==> src/rtl/alu_pkg.sv <==
// alu_pkg: shared ALU widths, opcodes and handshake structs.
package alu_pkg;
    localparam int DATA_WIDTH     = 32;
    localparam int NUM_WORD_WIDTH = 4;

    typedef logic [DATA_WIDTH-1:0] uint_t;

    typedef enum logic [2:0] {
        ADD  = 3'd0,
        SUB  = 3'd1,
        MUL  = 3'd2,
        DIV  = 3'd3,
        MEAN = 3'd4
    } ALU_OP_E;

    typedef struct packed {
        logic  vld;
        uint_t data;
    } uint_vld_t;

    typedef struct packed {
        logic                      vld;
        ALU_OP_E                   opcode;
        logic [NUM_WORD_WIDTH-1:0] num_words;
    } alu_cmd_t;
endpackage

==> src/rtl/alu_req_issuer.sv <==
// alu_req_issuer: sequences one host request into ALU command/operand beats
// and returns a single response, with illegal-request and timeout handling.
module alu_req_issuer
    import alu_pkg::*;
#(
    parameter int TIMEOUT   = 64,
    parameter int MAX_WORDS = 2**NUM_WORD_WIDTH-1
) (
    input  logic                      clk,
    input  logic                      reset_n,
    input  logic                      req_vld,
    output logic                      req_rdy,
    input  ALU_OP_E                   req_opcode,
    input  logic [NUM_WORD_WIDTH-1:0] req_num_words,
    input  uint_t                     req_a,
    input  uint_t                     req_b,
    input  logic                      wd_vld,
    output logic                      wd_rdy,
    input  uint_t                     wd_data,
    output alu_cmd_t                  alu_cmd,
    output uint_vld_t                 operand_a,
    output uint_vld_t                 operand_b,
    input  uint_vld_t                 result,
    output logic                      rsp_vld,
    input  logic                      rsp_rdy,
    output uint_t                     rsp_data,
    output logic                      rsp_err,
    output logic                      busy
);
    localparam int TW = $clog2(TIMEOUT+1);

    typedef enum logic [2:0] {IDLE, CMD, OPS, MEAN_OPS, WAIT, RESP} state_t;

    state_t                    state;
    ALU_OP_E                   op;
    logic [NUM_WORD_WIDTH-1:0] nwords;
    logic [NUM_WORD_WIDTH-1:0] wcnt;
    logic [TW-1:0]             tcnt;
    uint_t                     a_q;
    uint_t                     b_q;
    uint_vld_t                 op_a_q;
    logic                      illegal;

    assign illegal = (req_opcode > MEAN) ||
                     (req_opcode == MEAN &&
                      (req_num_words == '0 || int'(req_num_words) > MAX_WORDS));

    assign req_rdy = state == IDLE;
    assign busy    = state != IDLE;
    assign wd_rdy  = state == MEAN_OPS;

    // MEAN words bypass the register so each accepted word reaches the ALU in its own cycle
    assign operand_a = (state == MEAN_OPS) ? '{vld: wd_vld, data: wd_vld ? wd_data : '0} : op_a_q;

    always_ff @(posedge clk) begin
        if (!reset_n) begin
            state     <= IDLE;
            op        <= ADD;
            nwords    <= '0;
            wcnt      <= '0;
            tcnt      <= '0;
            a_q       <= '0;
            b_q       <= '0;
            op_a_q    <= '0;
            operand_b <= '0;
            alu_cmd   <= '0;
            rsp_vld   <= 1'b0;
            rsp_data  <= '0;
            rsp_err   <= 1'b0;
        end else begin
            case (state)
                IDLE: if (req_vld) begin
                    op     <= req_opcode;
                    nwords <= req_num_words;
                    a_q    <= req_a;
                    b_q    <= req_b;
                    if (illegal) begin
                        state    <= RESP;
                        rsp_vld  <= 1'b1;
                        rsp_err  <= 1'b1;
                        rsp_data <= '0;
                    end else begin
                        state   <= CMD;
                        alu_cmd <= '{vld: 1'b1, opcode: req_opcode,
                                     num_words: (req_opcode == MEAN) ? req_num_words : '0};
                    end
                end
                CMD: begin
                    alu_cmd <= '0;
                    if (op == MEAN) begin
                        state <= MEAN_OPS;
                        wcnt  <= '0;
                    end else begin
                        state     <= OPS;
                        op_a_q    <= '{vld: 1'b1, data: a_q};
                        operand_b <= '{vld: 1'b1, data: b_q};
                    end
                end
                OPS: begin
                    op_a_q    <= '0;
                    operand_b <= '0;
                    tcnt      <= '0;
                    state     <= WAIT;
                end
                MEAN_OPS: if (wd_vld) begin
                    wcnt <= wcnt + 1'b1;
                    if (wcnt == nwords - 1'b1) begin
                        state <= WAIT;
                        tcnt  <= '0;
                    end
                end
                WAIT: begin
                    // a result arriving on the final count still wins over the timeout
                    if (result.vld) begin
                        state    <= RESP;
                        rsp_vld  <= 1'b1;
                        rsp_err  <= 1'b0;
                        rsp_data <= result.data;
                    end else if (tcnt == TW'(TIMEOUT-1)) begin
                        state    <= RESP;
                        rsp_vld  <= 1'b1;
                        rsp_err  <= 1'b1;
                        rsp_data <= '0;
                    end else begin
                        tcnt <= tcnt + 1'b1;
                    end
                end
                RESP: if (rsp_rdy) begin
                    state    <= IDLE;
                    rsp_vld  <= 1'b0;
                    rsp_err  <= 1'b0;
                    rsp_data <= '0;
                end
                default: state <= IDLE;
            endcase
        end
    end
endmodule

==> config.mk <==
export PLATFORM = sky130hd
export DESIGN_NAME = alu_req_issuer
export DESIGN_NICKNAME = d
export VERILOG_FILES = /design/src/rtl/alu_pkg.sv /design/src/rtl/alu_req_issuer.sv
export SDC_FILE = /design/constraint.sdc
export NUM_CORES = 1
export LEC_CHECK = 0
export BUFFER_PORTS_ARGS = -buffer_cell sky130_fd_sc_hd__buf_2
export CORE_MARGIN = 2
export CORE_UTILIZATION = 45
export CTS_CLUSTER_DIAMETER = 150
export DETAILED_ROUTE_END_ITERATION = 6
export PLACE_DENSITY = 0.78
export SYNTH_ARGS = -nofsm -noshare
export SYNTH_HDL_FRONTEND = slang
export SYNTH_SLANG_ARGS = --single-unit
==> constraint.sdc <==
create_clock -name clk -period 5.3 [get_ports clk]
set_input_delay 0.53 -clock clk [delete_from_list [all_inputs] [get_ports clk]]
set_output_delay 0.53 -clock clk [all_outputs]
set_load 0.02 [all_outputs]
==> flow_summary.json <==
{
  "rsz0062_at_grt": "no",
  "cts_resized": 0,
  "die_h_um": 133,
  "setup_violations": 0,
  "syn-instance-count": 863,
  "route.detailed.drc": 0,
  "wire_per_inst_um": 14.4,
  "finish.utilization_pct": 57.3,
  "synth_area_leader_cell": "dfxtp_1",
  "finalMaxSlewViolations": 0,
  "p_leak_nw": 4.22,
  "tns_ps": 0,
  "required_ps": 4770,
  "final_cells": 1312,
  "dr.pass1.iters": 4,
  "core_um2": 16400,
  "ys_seq_area_share_pct": 51.4,
  "synth-xor-area-share_pct": 1.29,
  "power_mw": 4.31,
  "die_x_um": 133,
  "vias": 6583,
  "path_clk_slew_ps": 70,
  "path_common_cell": "nand2_1",
  "cts_hold_buffers": 0,
  "cts_tree": "yes",
  "fmax_mhz": 323,
  "ys.flop_type": "dfxtp_1",
  "ys_ff_latch": 192,
  "cts-root-buf": "clkbuf_16",
  "post-synth-top-count-cell": "nand2_1",
  "synth_top_area_share_pct": 51.4,
  "fin_crit_sh_pct": 58.4,
  "dp_hpwl_um": 12600,
  "max-cap-violations": 0,
  "start_util_pct": 45.6,
  "nets": 1223,
  "critPathLaunchType": "flip-flop",
  "endpoint_kind": "output port",
  "cp_cell_sequence": "nand3_1, buf_4, inv_2, nand2_1, nand2_1, buf_2",
  "criticalPathCategory": "reg -> out",
  "vdd_drop_max_mv": 0.252,
  "portBuffers": 251,
  "cts.sinks": 192,
  "slowest_delay_ps": 600,
  "cts_setup_buffers": 0,
  "synth_nets": 1007,
  "synth_common_cells": "293 x nand2_1, 192 x dfxtp_1, 72 x a21boi_0, 65 x a22o_1, 42 x nand3_1",
  "grt_first_pass_wirelength_um": 30400,
  "status": "finished, final reports clean",
  "grt_max_degree": 72,
  "synth-simple-area-share_pct": 20.5,
  "io_pins": 252,
  "synth-compound-area-share_pct": 20.7,
  "max-slew-margin-rel_pct": 15.9,
  "synth_area_um2": 7480,
  "tightest_slew_ps": 1260,
  "synth_fa_ha_area_share_pct": 0.502,
  "finClkSkew_ps": 8.27,
  "syn2layout_area_growth_pct": 25.6,
  "ys_warn_count": 0,
  "fillers": 1465,
  "synthMuxAreaShare_pct": 0.937,
  "path_max_fanout": 37,
  "synth_top_family_by_area": "compound AO/OA/AOI/OAI gates",
  "async_flop_share_pct": 0,
  "syn_area_per_cell_um2": 8.67,
  "drive_gt1_share_pct": 28.4,
  "grt_use_total_pct": 21.2,
  "core.rowCount": 47,
  "post-route-min-period_ps": 3090,
  "hold_violations": 0,
  "grt_pass1_vias": 6204,
  "ys_types": 56,
  "synth_edf_count": 0,
  "cts_made_buffers": 17,
  "min_path_type": "in -> reg",
  "worst_path_max_delay_cell": "dfxtp_1",
  "gp_congestion": 0.816,
  "grt.overflow.total": 0,
  "cts.htree.levels": 4,
  "synthTopCellsByArea": "dfxtp_1 51%, nand2_1 15%, a22o_1 7.6%",
  "crit_arrival_ps": 2560,
  "post-place-cells": 1280,
  "dieArea_um2": 17700,
  "powerDensity_nw_per_um2": 458,
  "cts_max_path_buffers": 2,
  "postRouteAntennaNets": 0,
  "antenna_found_initial": 3,
  "worstSkewPairLatency_ps": 420,
  "finalWirelength_um": 18900,
  "viasPerCell": 5.02,
  "drtIter0Drc": 373
}
## metal layers
metal | GRT usage (%) | vias up | share of wire, %
met2 | 34.7 | 190 | 47
li1 | - | 3347 | -
met3 | 5.13 | 24 | 5.9
met1 | 27.4 | 3020 | 45
met5 | 0 | - | 0.090
met4 | 7.65 | 2 | 1.6
## final cells by class
cell class | instances | area [µm²] | area share (%)
Clock inverter | 14 | 180 | 1.92
Multi-Input combinational cell | 597 | 3310 | 35.2
Timing Repair Buffer | 259 | 1320 | 14.0
Inverter | 12 | 45.0 | 0.479
Clock buffer | 17 | 425 | 4.53
Antenna cell | 1 | 2.50 | 0.0266
Tap cell | 220 | 275 | 2.93
Sequential cell | 192 | 3840 | 40.9
## kinds of logic after synthesis
logic type / count (synthesis)
compound gates: 204
mux: 7
flops: 192
buf+inv: 74
xor+xnor: 11
simple gates: 372
fa+ha+maj: 3
## per-stage QoR
| stage | setup WS (ps) | instance area, µm² | hold WS [ps] |
|---|---|---|---|
| final | 2210 | 9400 | 320 |
| after global routing | 1970 | 9400 | 302 |
| after CTS | 2200 | 9390 | 300 |
| after detailed placement | 2310 | 8790 | 444 |
| after global placement | 2360 | 8790 | 436 |
| after floorplan | 3190 | 7480 | 430 |
## power by group
group	leakage, nW	switching, mW	internal [mW]
Combinational	2.37	0.800	0.387
Sequential	1.56	0.139	1.66
Clock	0.290	0.575	0.750
## placed cells by master, fill, tap and decap left out, types with 4 or more instances in the layout
cell / Yosys / final
nand2_1: 293 / 292
buf_2: 19 / 251
dfxtp_1: 192 / 192
a21boi_0: 72 / 72
a22o_1: 65 / 65
nand3_1: 42 / 42
a21oi_1: 37 / 37
clkbuf_16: 0 / 17
inv_1: 10 / 10
nor2_1: 10 / 8
xnor2_1: 8 / 8
buf_4: 6 / 8
mux2i_1: 7 / 7
o21ai_0: 5 / 5
nand2b_1: 4 / 4
## state kept, by name (all words and copies together), names as in the netlist
register   cells
b_q           32
state          3
rsp_vld        1
wcnt           4
alu_cmd        8
operand_b     32
op_a_q        33
a_q           32
nwords         4
rsp_data      32
tcnt           7
op             3
rsp_err        1
## critical path: cells and delay by family (launching register included)
| family | cells | cell delay [ps] |
|---|---|---|
| buffers and inverters | 3 | 970 |
| flip-flops | 1 | 600 |
| AND/OR/NAND/NOR | 3 | 570 |
## path summary, 6_finish.rpt
kind | start | to | slack, ps | cells past startpoint
max reg2reg | state[0]$_SDFFE_PN0P_ | op_a_q[9]$_SDFFE_PN0P_ | 2340 | 5
max | state[0]$_SDFFE_PN0P_ | operand_a[32] | 2210 | 6
min reg2reg | b_q[28]$_SDFFE_PN0P_ | operand_b[28]$_SDFFE_PN0P_ | 450 | 2
min | result[8] | rsp_data[8]$_SDFFE_PN0P_ | 320 | 2
(Power assumes the default switching activity.)
